### src/rtl/aes_gcm_blk_packer_if.sv
// Byte-stream input and 128-bit block output handshakes of the GCM block packer.
// master: upstream source and downstream block sink; slave: the packer itself.
interface aes_gcm_blk_packer_if #(
   parameter int unsigned IN_BYTES = 4
);
   logic                    in_valid;
   logic                    in_ready;
   logic [8*IN_BYTES-1:0]   in_data;
   logic [IN_BYTES-1:0]     in_keep;
   logic                    in_last;
   logic                    out_valid;
   logic                    out_ready;
   logic [127:0]            out_data;
   logic [15:0]             out_keep;
   logic                    out_last;

   modport master (
      output in_valid, in_data, in_keep, in_last, out_ready,
      input  in_ready, out_valid, out_data, out_keep, out_last
   );

   modport slave (
      input  in_valid, in_data, in_keep, in_last, out_ready,
      output in_ready, out_valid, out_data, out_keep, out_last
   );
endinterface

### src/rtl/aes_gcm_blk_packer.sv
// Packs a narrow AAD/payload byte stream into zero-padded 128-bit GHASH/CTR blocks
// with an MSB-contiguous keep mask, a last flag and a running bit-length count.
module aes_gcm_blk_packer #(
   parameter int unsigned IN_BYTES = 4
) (
   input  logic                 clk,
   input  logic                 rst,
   input  logic                 flush,
   aes_gcm_blk_packer_if.slave  bus,
   output logic [63:0]          msg_bits,
   output logic                 msg_done,
   output logic                 proto_err
);
   localparam int unsigned WORD_W = 8 * IN_BYTES;
   localparam int unsigned CNT_W  = $clog2(IN_BYTES + 1);
   localparam int unsigned PAD_W  = 128 - WORD_W;

   typedef enum logic {
      FILL,
      HOLD
   } state_t;

   state_t              state;
   state_t              state_nxt;

   logic [127:0]        acc;
   logic [127:0]        acc_nxt;
   logic [4:0]          fill;
   logic [4:0]          fill_nxt;
   logic [127:0]        data_q;
   logic [127:0]        data_nxt;
   logic [15:0]         keep_q;
   logic [15:0]         keep_nxt;
   logic                last_q;
   logic                last_nxt;
   logic                valid_q;
   logic                valid_nxt;
   logic [63:0]         bits_nxt;
   logic                done_nxt;
   logic                err_nxt;
   logic                pend;
   logic                pend_nxt;

   logic [CNT_W-1:0]    cnt;
   logic [IN_BYTES-1:0] keep_exp;
   logic                keep_legal;
   logic [WORD_W-1:0]   word_masked;
   logic [127:0]        word_hi;
   logic [127:0]        merged;
   logic [5:0]          fill_sum;
   logic [15:0]         blk_keep;
   logic                complete;
   logic                in_fire;
   logic                out_fire;

   assign bus.in_ready  = !valid_q || bus.out_ready;
   assign bus.out_valid = valid_q;
   assign bus.out_data  = data_q;
   assign bus.out_keep  = keep_q;
   assign bus.out_last  = last_q;

   assign in_fire  = bus.in_valid && bus.in_ready;
   assign out_fire = valid_q && bus.out_ready;

   // Byte count of the incoming word and the MSB-first lanes it covers.
   always_comb begin
      cnt = '0;
      for (int i = 0; i < int'(IN_BYTES); i++) begin
         cnt = cnt + CNT_W'(bus.in_keep[i]);
      end
   end

   assign keep_exp   = ~({IN_BYTES{1'b1}} >> cnt);
   assign keep_legal = (bus.in_keep == keep_exp) &&
                       (bus.in_last || (cnt == CNT_W'(IN_BYTES)));

   // Take the first cnt bytes of the word; lanes beyond them are forced to zero.
   always_comb begin
      word_masked = '0;
      for (int i = 0; i < int'(IN_BYTES); i++) begin
         if (CNT_W'(i) < cnt) begin
            word_masked[8*(int'(IN_BYTES)-1-i) +: 8] = bus.in_data[8*(int'(IN_BYTES)-1-i) +: 8];
         end
      end
   end

   assign word_hi  = 128'(word_masked) << PAD_W;
   assign merged   = acc | (word_hi >> {fill, 3'b000});
   assign fill_sum = 6'(fill) + 6'(cnt);
   assign blk_keep = ~(16'hFFFF >> fill_sum);
   assign complete = (fill_sum >= 6'd16) || bus.in_last;

   // Next-state, accumulator and output-register update.
   always_comb begin
      state_nxt = state;
      acc_nxt   = acc;
      fill_nxt  = fill;
      data_nxt  = data_q;
      keep_nxt  = keep_q;
      last_nxt  = last_q;
      bits_nxt  = msg_bits;
      pend_nxt  = pend;
      err_nxt   = proto_err;
      done_nxt  = out_fire && last_q;

      case (state)
         FILL: begin
            if (in_fire && complete) begin
               state_nxt = HOLD;
            end
         end
         HOLD: begin
            if (out_fire) begin
               state_nxt = (in_fire && complete) ? HOLD : FILL;
            end
         end
         default: state_nxt = FILL;
      endcase

      if (in_fire) begin
         if (!keep_legal) begin
            err_nxt = 1'b1;
         end
         // A pending end-of-message restarts the length count on the next word.
         bits_nxt = (pend ? 64'd0 : msg_bits) + (64'(cnt) << 3);
         pend_nxt = bus.in_last;
         if (complete) begin
            data_nxt = merged;
            keep_nxt = blk_keep;
            last_nxt = bus.in_last;
            acc_nxt  = '0;
            fill_nxt = '0;
         end else begin
            acc_nxt  = merged;
            fill_nxt = fill_sum[4:0];
         end
      end

      valid_nxt = (state_nxt == HOLD);
   end

   always_ff @(posedge clk) begin
      if (rst || flush) begin
         state     <= FILL;
         acc       <= '0;
         fill      <= '0;
         data_q    <= '0;
         keep_q    <= '0;
         last_q    <= 1'b0;
         valid_q   <= 1'b0;
         msg_bits  <= '0;
         msg_done  <= 1'b0;
         proto_err <= 1'b0;
         pend      <= 1'b0;
      end else begin
         state     <= state_nxt;
         acc       <= acc_nxt;
         fill      <= fill_nxt;
         data_q    <= data_nxt;
         keep_q    <= keep_nxt;
         last_q    <= last_nxt;
         valid_q   <= valid_nxt;
         msg_bits  <= bits_nxt;
         msg_done  <= done_nxt;
         proto_err <= err_nxt;
         pend      <= pend_nxt;
      end
   end
endmodule

### src/flat_wrapper.sv
// flat-port wrapper written by rule: the top's interface ports become plain ports
module aes_gcm_blk_packer_flat 
#(
   parameter int unsigned IN_BYTES = 4
)
  (clk, rst, flush, msg_bits, msg_done, proto_err, bus_in_valid, bus_in_data, bus_in_keep, bus_in_last, bus_out_ready, bus_in_ready, bus_out_valid, bus_out_data, bus_out_keep, bus_out_last);
  aes_gcm_blk_packer_if #(.IN_BYTES(IN_BYTES)) bus_i ();
  input  logic clk;
  input  logic rst;
  input  logic flush;
  output logic [63:0] msg_bits;
  output logic msg_done;
  output logic proto_err;
  input wire logic [$bits(bus_i.in_valid)-1:0] bus_in_valid;
  input wire logic [$bits(bus_i.in_data)-1:0] bus_in_data;
  input wire logic [$bits(bus_i.in_keep)-1:0] bus_in_keep;
  input wire logic [$bits(bus_i.in_last)-1:0] bus_in_last;
  input wire logic [$bits(bus_i.out_ready)-1:0] bus_out_ready;
  output wire logic [$bits(bus_i.in_ready)-1:0] bus_in_ready;
  output wire logic [$bits(bus_i.out_valid)-1:0] bus_out_valid;
  output wire logic [$bits(bus_i.out_data)-1:0] bus_out_data;
  output wire logic [$bits(bus_i.out_keep)-1:0] bus_out_keep;
  output wire logic [$bits(bus_i.out_last)-1:0] bus_out_last;
  assign bus_i.in_valid = bus_in_valid;
  assign bus_i.in_data = bus_in_data;
  assign bus_i.in_keep = bus_in_keep;
  assign bus_i.in_last = bus_in_last;
  assign bus_i.out_ready = bus_out_ready;
  assign bus_in_ready = bus_i.in_ready;
  assign bus_out_valid = bus_i.out_valid;
  assign bus_out_data = bus_i.out_data;
  assign bus_out_keep = bus_i.out_keep;
  assign bus_out_last = bus_i.out_last;
  aes_gcm_blk_packer #(.IN_BYTES(IN_BYTES)) u_core (.clk(clk), .rst(rst), .flush(flush), .bus(bus_i), .msg_bits(msg_bits), .msg_done(msg_done), .proto_err(proto_err));
endmodule
### config.mk
export PLATFORM = sky130hd
export DESIGN_NAME = aes_gcm_blk_packer_flat
export DESIGN_NICKNAME = d
export VERILOG_FILES = /design/src/rtl/aes_gcm_blk_packer_if.sv /design/src/rtl/aes_gcm_blk_packer.sv /design/src/flat_wrapper.sv
export SDC_FILE = /design/constraint.sdc
export NUM_CORES = 1
export LEC_CHECK = 0
export BUFFER_PORTS_ARGS = -buffer_cell sky130_fd_sc_hd__buf_2
export CELL_PAD_IN_SITES_DETAIL_PLACEMENT = 1
export CELL_PAD_IN_SITES_GLOBAL_PLACEMENT = 1
export CORE_MARGIN = 1.5
export CORE_UTILIZATION = 33
export DETAILED_ROUTE_END_ITERATION = 10
export PLACE_DENSITY = 0.69
export SLEW_MARGIN = 10
export SYNTH_ARGS = -nofsm -noshare
export SYNTH_HDL_FRONTEND = slang
export SYNTH_SLANG_ARGS = --single-unit
export TNS_END_PERCENT = 50
### constraint.sdc
create_clock -name clk -period 8.1 [get_ports clk]
set_input_delay 0.81 -clock clk [delete_from_list [all_inputs] [get_ports clk]]
set_output_delay 0.81 -clock clk [all_outputs]
set_load 0.05 [all_outputs]
======== After elaboration in Yosys (flattened, before gate mapping) ========
Cells that the tools add are included.
word-level totals
  bits in registers ....................... 346
  output and inout port bits .............. 213
  word-level logic and storage cells ...... 52
cells by class
  add/subtract/negate cells ............... 5
  $lt $le $gt $ge ......................... 5
  equal/unequal tests ..................... 2
  shifts and indexed selects .............. 3
  muxes and demuxes ....................... 10
  bitwise operators ....................... 5
  reduce and logical (&&, ||, !) cells .... 12
operator list
  cell                   count
  $mux 128               1
  $or 128x128->128       1
  $shr 128x8->128        1
  $add 64x6->64          1
  $mux 64                1
  $mux 8                 4
  $not 16->16            1
  $shr 16x6->16 const A  1
  $add 3x1->3            2
  $add 5x3->6            1
  $ge 6x5->1 const B     1
  $lt 1x3->1 const A     2
  $lt 2x3->1 const A     2
  $logic_and 1x1->1      5
  $mux 5                 1
  $eq 4x4->1             1
  $logic_or 1x1->1       4
  $not 4->4              1
  $reduce_and 2->1       2
  $shr 4x3->4 const A    1
  $eq 3x3->1 const B     1
  $add 1x1->2            1
  $mux 1                 2
  $not 1->1              2
  2 further kinds        2

======== Longest topological paths before layout ========
Gate-level depths: netlist (run 1).
  depth in word-level cells ............... 10
  mapped depth ............................ 15
  mapped depth without buffers ............ 12

======== Least setup slack after synthesis (run 1) ========
No wires, ideal clock.
  kind .................................... input to register
  start ................................... in bus_in_keep[0]
  end ..................................... reg u_core.data_q[24], in the netlist u_core.bus.out_data[24]
  data arrival time ....................... 3.961 ns
  required time ........................... 7.968 ns
  slack ................................... 4.007 ns
  stages .................................. 13
  path buffers ............................ 3
  cells stage by stage .................... ha_1 > inv_1 > fa_1 > ha_1 > fa_1 > nand4_1 > a211oi_1 > or2_1 > clkbuf_1 > a21oi_1 > clkbuf_1 > buf_1 > a21oi_1
on the way
  word-level cells in the longest chain between the ends .. 7
ends and longest elaborated chain
  what                                                         RTL line                                            source
  from (decl)                                                  flat_wrapper.sv:16                                  input wire logic [$bits(bus_i.in_keep)-1:0] bus_in_keep;
  $add 1x1->2 (*)                                              aes_gcm_blk_packer.sv:69                            cnt = cnt + CNT_W'(bus.in_keep[i]);
  $add 3x1->3 (*) (2 in a row)                                 aes_gcm_blk_packer.sv:69
  $lt 2x3->1 (tied with other cells)                           aes_gcm_blk_packer.sv:81                            if (CNT_W'(i) < cnt) begin
  $mux 8 / $ge 6x5->1 (equally long branches)                  aes_gcm_blk_packer.sv:81, aes_gcm_blk_packer.sv:91
  $shr 128x8->128 / $logic_or 1x1->1 (equally long branches)   aes_gcm_blk_packer.sv:88, aes_gcm_blk_packer.sv:91
  $or 128x128->128 / $reduce_and 2->1 (equally long branches)  n/a
  to (signal assigned)                                         aes_gcm_blk_packer.sv:159                           data_q <= data_nxt;
  to (decl)                                                    aes_gcm_blk_packer.sv:30                            logic [127:0] data_q;
Every way passes the cells marked *; elsewhere a longest branch is shown, timed or not.
A chain may end at the register's enable or synchronous reset.

======== Final worst setup path (run 1) ========
  start ................................... in bus_in_keep[1]
  end ..................................... reg u_core.acc[49]
on the way
  word-level cells in the longest chain between the ends .. 8
ends and longest elaborated chain
  what                                             RTL line                   source
  $add 1x1->2 (*)                                  aes_gcm_blk_packer.sv:69
  $add 3x1->3 (*) (2 in a row)                     aes_gcm_blk_packer.sv:69
  $lt 2x3->1 / $lt 1x3->1 (equally long branches)  aes_gcm_blk_packer.sv:81
  $mux 8                                           aes_gcm_blk_packer.sv:81
  $shr 128x8->128                                  aes_gcm_blk_packer.sv:88   assign merged = acc | (word_hi >> {fill, 3'b000});
  $or 128x128->128                                 aes_gcm_blk_packer.sv:88
  $mux 128 (*)                                     aes_gcm_blk_packer.sv:127  if (complete) begin
  to (signal assigned)                             aes_gcm_blk_packer.sv:157  acc <= acc_nxt;
  to (decl)                                        aes_gcm_blk_packer.sv:26   logic [127:0] acc;
Marks and branches as above.

==> results.json, run 1 <==
{
  "outcome": "finished, final reports clean",
  "grt.overflow.total": 0,
  "synth_cell_types": 64,
  "drtIter0Drc": 1134,
  "layout.nets": 2014,
  "syn-cell-area_um2": 14600,
  "fin_crit_ps": 4670,
  "fin_setup_tns_ps": 0,
  "die-width_um": 213,
  "ys.flop_type": "dfxtp_1",
  "finalMaxSlewViolations": 0,
  "p_sw_mw": 1.07,
  "crit_path_max_fanout": 100,
  "seqPwrFrac": 0.436,
  "cts_buffers": 39,
  "place_congestion": 0.901,
  "final_common_cell": "nor2_1",
  "hold_path.class": "register to register",
  "drv_cap": 0,
  "core_um2": 43400,
  "synthArstFlopShare": 0,
  "vias": 14100,
  "crit_path_end_kind": "register",
  "cts_tree": "built",
  "crit_required_ps": 8510,
  "combPwrFrac": 0.107,
  "cp_common_cell": "ha_1",
  "clockBufferDepth": 3,
  "finalHoldViolCount": 0,
  "wirelength_um": 53000,
  "antenna_found_initial": 4,
  "detail_route.wl_per_cell_um": 20.6,
  "htreeDepth": 2,
  "final_cell_mix": "nor2_1, dfxtp_1, buf_2, a21oi_1, nor3_1",
  "routed_via_density": 5.50,
  "powerDensity_nw_per_um2": 226,
  "drc": 0,
  "finalSetupViolCount": 0,
  "final_cells": 2574,
  "rsz0062_at_grt": "no",
  "cts.hold.buffers_added": 0,
  "swShare": 0.270,
  "cts_root_buf": "clkbuf_16",
  "io_pins": 255,
  "stdcell_area_um2": 17600,
  "placed_area_um2": 16300,
  "holdWs_ps": 468,
  "dp_cells": 2503,
  "areaGrowthSynthToFinish_pct": 20.4,
  "worstMarginPinSlew_ps": 1320,
  "grt_pass1_vias": 14200,
  "synth_edf_count": 0,
  "fmax_mhz": 214,
  "ys_seq_area_frac": 0.470,
  "cts.clk_slew.worst_paths_ps": 60,
  "skew_ps": 23.3,
  "numPortBuffers": 251,
  "yosysWarnings": 0,
  "crit_chain": "buf_2 > ha_1 > inv_1 > fa_1 > inv_1 > ha_1 > ha_1 > nand4_1 > a211oi_1 > o21ai_0 > nand2_2 > nand2_4 > buf_4 > nor3_1",
  "p_int_mw": 2.90,
  "avgSynthCellArea_um2": 8.23,
  "crit_slowest_cell": "nand2_4",
  "crit_buf_inv": 4,
  "ys_ff_latch": 343,
  "dp_hpwl_um": 37600,
  "synth.area.top_cells": "dfxtp_1, nor2_1, a211oi_1, a21oi_1, nor3_1",
  "clk_latency_ps": 560,
  "dr.pass1.iters": 5,
  "drive_above_1_share": 0.177,
  "netlist_instances": 1777,
  "dieArea_um2": 45600,
  "fin_crit_sh": 0.577,
  "pwr-share-clk": 0.457,
  "post-cts-setup-buffer-count": 0,
  "rows": 76,
  "vdd_drop_max_mv": 0.131,
  "slew_headroom": 0.118,
  "initial_utilization": 0.337,
  "critPathKind": "input port to register",
  "synth_top_area_share": 0.470,
  "ant_nets": 0,
  "max_stage_delay_ps": 850,
  "grt_use_total": 0.229,
  "cts.sinks": 343,
  "grt_pass1_wl_um": 81100,
  "grt_max_degree": 101,
  "cpLargestDelayFamily": "adder cells",
  "p_leak_nw": 6.89,
  "startpoint_type": "input port",
  "fill_cells": 5247,
  "crit_arrival_ps": 5080,
  "yosys.area.top_type": "dfxtp_1",
  "post_cts_resized": 0,
  "fp.dieH_um": 213
}
worst paths after layout:
check / start / end / slack, ps / depth (start not counted)
min: u_core.acc[94] / u_core.acc[94] / 470 / 2
max: bus_in_keep[1] / u_core.acc[49] / 3430 / 14
max reg2reg: u_core.fill[2] / u_core.acc[49] / 4400 / 8
min reg2reg: u_core.acc[94] / u_core.acc[94] / 470 / 2
synthesized netlist by cell type (all sizes together), types with 10 or more instances:
| cell | n |
|---|---|
| nand3 | 23 |
| nor2 | 352 |
| a21oi | 164 |
| o22ai | 17 |
| and3 | 18 |
| nand4 | 20 |
| nand2b | 18 |
| buf | 20 |
| nor4 | 11 |
| ha | 10 |
| a21o | 16 |
| nor3 | 145 |
| xor2 | 22 |
| xnor2 | 23 |
| inv | 14 |
| a221oi | 24 |
| nand2 | 117 |
| a22oi | 10 |
| a211oi | 133 |
| clkbuf | 114 |
| dfxtp | 343 |
| and2 | 30 |
| mux2i | 20 |
| o21ai | 27 |
| nor2b | 10 |
cells by family after synthesis:
family                   Yosys count  synth area share
buffers and inverters            148            0.0394
other                              1          0.000256
multiplexers                      20            0.0137
flip-flops                       343             0.470
adder cells (fa/ha/maj)           13            0.0127
AND/OR/NAND/NOR                  780             0.248
AO/OA/AOI/OAI                    427             0.189
XOR/XNOR                          45            0.0270
area by class of cell:
cell class	count	area, um2	share of cell area
antenna	2	5.00	0.000284
multi-input combinational	1288	7220	0.410
clock buffer	53	1100	0.0625
timing repair buffer	273	1420	0.0808
tap	585	732	0.0416
inverter	14	52.6	0.00299
clock inverter	16	205	0.0117
sequential	343	6870	0.390
power by group through the flow:
stage	combinational [mW]	sequential, mW	clock [mW]
finish	0.426	1.73	1.82
global route	0.458	1.73	1.94
CTS	0.426	1.73	1.87
detailed placement	0.423	1.77	0
global placement	0.415	1.77	0
floorplan	0.214	1.85	0
registers in the layout, summed over array words and instances, names as in the netlist, 5 cells and up:
signal / count
u_core.acc: 128
u_core.bus.out_data: 128
u_core.msg_bits: 61
u_core.bus.out_keep: 16
u_core.fill: 5
metal layers:
layer  GRT usage  routed length [um]  part of all wire  vias to the layer above
li1            -                   -                 -                     6676
met1       0.294               23100              0.44                     6966
met2       0.379               25000              0.47                      413
met5           0                  45           0.00085                        -
met3      0.0511                3310             0.062                       84
met4      0.0738                1540             0.029                        6
through the flow:
step / setup slack, ps / utilization / power, mW
after floorplan: 4010 / - / 2.06
after global placement: 2990 / 0.376 / 2.18
after detailed placement: 2900 / 0.376 / 2.19
after CTS: 3480 / 0.406 / 4.02
after global routing: 3120 / 0.406 / 4.13
final: 3430 / 0.406 / 3.97
worst min-delay path: cells and delay by family (launching register included):
| family | cells | cell delay [ps] |
|---|---|---|
| compound gates | 1 | 40 |
| simple gates | 1 | 70 |
| flops | 1 | 320 |
Power figures use the tool's default switching activity.
==> run 2, diff against run 1 <==
--- a/config.mk
+++ b/config.mk
@@ -11,7 +11,7 @@
 export CORE_MARGIN = 1.5
 export CORE_UTILIZATION = 33
 export DETAILED_ROUTE_END_ITERATION = 10
-export PLACE_DENSITY = 0.69
+export PLACE_DENSITY = 0.71
 export SLEW_MARGIN = 10
 export SYNTH_ARGS = -nofsm -noshare
 export SYNTH_HDL_FRONTEND = slang
==> constraint.sdc (replaced) <==
create_clock -name clk -period 3.8 [get_ports clk]
set_input_delay 0.38 -clock clk [delete_from_list [all_inputs] [get_ports clk]]
set_output_delay 0.38 -clock clk [all_outputs]
set_load 0.05 [all_outputs]
==> results.json, run 2 (synthesis gave the netlist of run 1 again) <==
{
  "grt_max_degree": 96,
  "drive_above_1_share": 0.197,
  "cts_buffers": 39,
  "powerDensity_nw_per_um2": 455,
  "stdcell_area_um2": 18000,
  "hold_path.class": "input port to register",
  "startpoint_type": "input port",
  "vias": 14300,
  "cts.clk_slew.worst_paths_ps": 60,
  "skew_ps": 8.71,
  "timing.rr.end": "u_core.acc[46]",
  "cts.sinks": 343,
  "r2r_cells": 9,
  "critPathKind": "input port to register",
  "fin_crit_ps": 3330,
  "grt_pass1_wl_um": 82600,
  "hold_depth": 3,
  "clockBufferDepth": 3,
  "core_um2": 43400,
  "routed_via_density": 5.46,
  "dp_hpwl_um": 39100,
  "finalHoldViolCount": 0,
  "io_pins": 255,
  "rows": 76,
  "fin_setup_tns_ps": 0,
  "fin_util": 0.415,
  "finalSetupViolCount": 0,
  "n_antenna_cell": 0,
  "vdd_drop_max_mv": 0.252,
  "wirelength_um": 53600,
  "die-width_um": 213,
  "cts_tree": "built",
  "fin_crit_sh": 0.876,
  "fp.dieH_um": 213,
  "final_common_cell": "nor2_1",
  "fmax_mhz": 300,
  "antenna_found_initial": 1,
  "ant_nets": 0,
  "crit_path_end_kind": "register",
  "rsz0062_at_grt": "no",
  "cts.hold.buffers_added": 0,
  "p_leak_nw": 7.14,
  "place_congestion": 0.886,
  "grt_use_total": 0.233,
  "crit_path_max_fanout": 24,
  "clk_latency_ps": 560,
  "outcome": "finished, final reports clean",
  "final_cell_mix": "nor2_1, dfxtp_1, buf_2, a21oi_1, nor3_1",
  "numPortBuffers": 251,
  "dieArea_um2": 45600,
  "grt_pass1_vias": 14300,
  "min_to": "u_core.msg_done",
  "placed_area_um2": 16800,
  "crit_arrival_ps": 3810,
  "detail_route.wl_per_cell_um": 20.4,
  "drv_cap": 0,
  "initial_utilization": 0.337,
  "layout.nets": 2071,
  "slew_headroom": 0.286,
  "worstMarginPinSlew_ps": 1060,
  "finalWorstSetupSlack_ps": 470,
  "dr.pass1.iters": 5,
  "r2r-start": "u_core.fill[2]",
  "areaGrowthSynthToFinish_pct": 23.1,
  "worstHoldStart": "bus_out_ready",
  "r2r_slack_ps": 880,
  "post_cts_resized": 0,
  "cts_root_buf": "clkbuf_16",
  "drtIter0Drc": 998,
  "post-cts-setup-buffer-count": 0,
  "finalMaxSlewViolations": 0,
  "grt.overflow.total": 0,
  "dp_slack_ps": -63.4,
  "crit_required_ps": 4280,
  "drc": 0,
  "htreeDepth": 2
}
==> run 2: changes by cell type in the layout (fill, tap and decap cells not counted), sizes merged <==
| cell | previous run | this run |
|---|---|---|
| buf | 273 | 330 |
| bufinv | 4 | 0 |
| diode | 2 | 0 |
| clkinv | 9 | 8 |
| clkinvlp | 1 | 0 |
| clkbuf | 53 | 55 |
==> run 2: final cells by class <==
type | count | area (um2)
Clock inverter | 10 | 95.1
Sequential cell | 343 | 6870
Inverter | 14 | 52.6
Timing Repair Buffer | 330 | 1960
Fill cell | 5284 | 25400
Clock buffer | 55 | 1080
Multi-Input combinational cell | 1288 | 7220
Tap cell | 585 | 732
==> run 2: where the power goes <==
group / switching (mW) / total, mW / internal [mW]
Sequential: 0.0393 / 3.70 / 3.66
Combinational: 0.702 / 0.967 / 0.265
Clock: 1.53 / 3.52 / 1.99
==> run 2: worst max path at each step <==
| stage | start | end | slack (ps) | cells past startpoint |
|---|---|---|---|---|
| 6_report | bus_in_keep[1] | u_core.acc[46] | 470 | 14 |
| 3_5_place_dp | bus_in_keep[1] | u_core.acc[46] | -60 | 14 |
| 5_1_grt | bus_in_keep[1] | u_core.acc[76] | 310 | 14 |
| 2_1_floorplan | bus_in_keep[0] | u_core.bus.out_data[24] | 140 | 13 |
| 4_1_cts | bus_in_keep[1] | u_core.acc[46] | 520 | 14 |
| 3_3_place_gp | bus_in_keep[1] | u_core.msg_bits[26] | 90 | 13 |
==> run 2: layer usage <==
metal / global-route usage / share of wire / wire length [um]
met1: 0.307 / 0.44 / 23500
met2: 0.385 / 0.47 / 25200
met3: 0.0398 / 0.061 / 3240
met4: 0.0833 / 0.031 / 1650
met5: 0 / 0 / 0
==> run 2: critical path, stage by stage <==
cell      delay (ps)
buf_2            120
ha_1             360
inv_1             80
fa_1             400
ha_1             490
ha_1             300
a21o_1           200
a211oi_1         290
o21ai_0          210
nand2_2          160
buf_12           190
nand2_4          100
buf_4            280
nor3_1           240
==> run 2: through the flow <==
step | hold WS (ps) | instances | total power, mW
CTS | 63.3 | 2625 | 8.28
detailed placement | 458 | 2560 | 4.73
global placement | 446 | 2560 | 4.72
global route | 78.1 | 2625 | 8.51
floorplan | 438 | 1779 | 4.39
finish | 93.1 | 2625 | 8.18
==> run 3, diff against run 2 <==
--- a/config.mk
+++ b/config.mk
@@ -11,7 +11,7 @@
 export CORE_MARGIN = 1.5
 export CORE_UTILIZATION = 33
 export DETAILED_ROUTE_END_ITERATION = 10
-export PLACE_DENSITY = 0.71
+export PLACE_DENSITY = 0.75
 export SLEW_MARGIN = 10
 export SYNTH_ARGS = -nofsm -noshare
 export SYNTH_HDL_FRONTEND = slang
==> results.json, run 3 (synthesis gave the netlist of run 1 again) <==
{
  "crit_path_max_fanout": 65,
  "crit_chain": "buf_2 > ha_1 > inv_1 > fa_1 > inv_1 > ha_1 > fa_1 > nand4_1 > a211oi_1 > or2_1 > a21oi_4 > buf_12 > nor2_1 > a211oi_1",
  "cts_tree": "built",
  "p_sw_mw": 2.36,
  "cts_root_buf": "clkbuf_16",
  "pwr-share-clk": 0.466,
  "fp.dieH_um": 213,
  "drtIter0Drc": 1029,
  "crit_required_ps": 4280,
  "crit_buf_inv": 4,
  "finalSetupViolCount": 0,
  "routed_via_density": 5.48,
  "final_cell_mix": "nor2_1, dfxtp_1, buf_2, a21oi_1, nor3_1",
  "wl_met1_um": 22700,
  "layout.nets": 2069,
  "cts.sinks": 343,
  "fmax_mhz": 319,
  "finalMaxSlewViolations": 0,
  "highest_layer": "met4",
  "fill_cells": 5226,
  "cpLargestDelayFamily": "adder cells",
  "detail_route.wl_per_cell_um": 20.5,
  "placed_area_um2": 16800,
  "drive_above_1_share": 0.202,
  "ant_nets": 0,
  "areaGrowthSynthToFinish_pct": 24.8,
  "regArea_um2": 6870,
  "fin_crit_sh": 0.826,
  "die-width_um": 213,
  "grt_use_total": 0.234,
  "place_congestion": 0.890,
  "htreeDepth": 2,
  "cts.clk_slew.worst_paths_ps": 60,
  "wl_met3_um": 3620,
  "vias": 14400,
  "core_um2": 43400,
  "wirelength_um": 54100,
  "final_common_cell": "nor2_1",
  "multi_input_area_um2": 7220,
  "post_cts_resized": 0,
  "fin_setup_tns_ps": 0,
  "slew_headroom": 0.199,
  "grt.overflow.total": 0,
  "n_antenna_cell": 0,
  "clockBufferDepth": 3,
  "io_pins": 255,
  "clk_latency_ps": 580,
  "critPathKind": "input port to register",
  "rsz0062_at_grt": "no",
  "crit_path_end_kind": "register",
  "post-cts-setup-buffer-count": 0,
  "hold_path.class": "input port to register",
  "initial_utilization": 0.337,
  "startpoint_type": "input port",
  "crit_arrival_ps": 3610,
  "seqPwrFrac": 0.424,
  "drv_cap": 0,
  "numPortBuffers": 251,
  "drc": 0,
  "vdd_drop_max_mv": 0.273,
  "skew_ps": 37.4,
  "cts.hold.buffers_added": 0,
  "combPwrFrac": 0.111,
  "grt_pass1_wl_um": 82600,
  "antenna_found_initial": 0,
  "wl_met2_um": 25900,
  "worstMarginPinSlew_ps": 1200,
  "grt_pass1_vias": 14500,
  "finalHoldViolCount": 0,
  "p_leak_nw": 7.25,
  "crit_slowest_cell": "fa_1",
  "dieArea_um2": 45600,
  "p_int_mw": 6.37,
  "dp_hpwl_um": 39000,
  "stdcell_area_um2": 18200,
  "max_stage_delay_ps": 500,
  "outcome": "finished, final reports clean",
  "rows": 76,
  "fin_crit_ps": 3140,
  "r2r_slack_ps": 880,
  "grt_max_degree": 104,
  "cts_buffers": 40,
  "powerDensity_nw_per_um2": 478,
  "swShare": 0.270,
  "dr.pass1.iters": 5
}
run 3: cell type report:
| class | count | share of cell area |
|---|---|---|
| multi-input cells | 1288 | 0.396 |
| flip-flops and latches | 343 | 0.376 |
| repair buffers | 327 | 0.108 |
| clock buffers | 56 | 0.0643 |
| well taps | 585 | 0.0401 |
| clock inverters | 18 | 0.0130 |
| inverters | 14 | 0.00288 |
run 3: tightest hold or removal path, stage by stage:
cell and delay (ps):
buf_2 110, nand3_1 70, nor2_1 40
run 3: per-layer routing:
| metal | GRT usage | vias up |
|---|---|---|
| li1 | - | 6773 |
| met1 | 0.295 | 7062 |
| met2 | 0.395 | 474 |
| met3 | 0.0419 | 110 |
| met4 | 0.0918 | 0 |
| met5 | 0 | - |
run 3: through the flow:
stage | setup slack [ps] | utilization | instances | hold WS, ps | total power [mW]
5_1_grt | 427 | 0.421 | 2631 | 78.2 | 9.04
4_1_cts | 670 | 0.421 | 2631 | 61.4 | 8.82
6_report | 663 | 0.421 | 2631 | 92.3 | 8.72
3_3_place_gp | 141 | 0.388 | 2557 | 447 | 4.71
2_1_floorplan | 137 | - | 1779 | 438 | 4.39
3_5_place_dp | 53.3 | 0.388 | 2557 | 458 | 4.73
run 3: path summary, 6_finish.rpt:
check        cells after the start                 endpoint               start
max                             14  u_core.bus.out_data[59]      bus_in_keep[1]
min                              3          u_core.msg_done       bus_out_ready
max reg2reg                      7      u_core.msg_bits[57]         u_core.pend
min reg2reg                      2       u_core.msg_bits[3]  u_core.msg_bits[3]
run 3: power by group through the flow:
stage	Clock [mW]	Combinational, mW	Sequential [mW]
3_3_place_gp	0	0.937	3.77
6_report	4.06	0.967	3.70
2_1_floorplan	0	0.456	3.93
3_5_place_dp	0	0.959	3.77
4_1_cts	4.15	0.967	3.69
5_1_grt	4.30	1.04	3.70
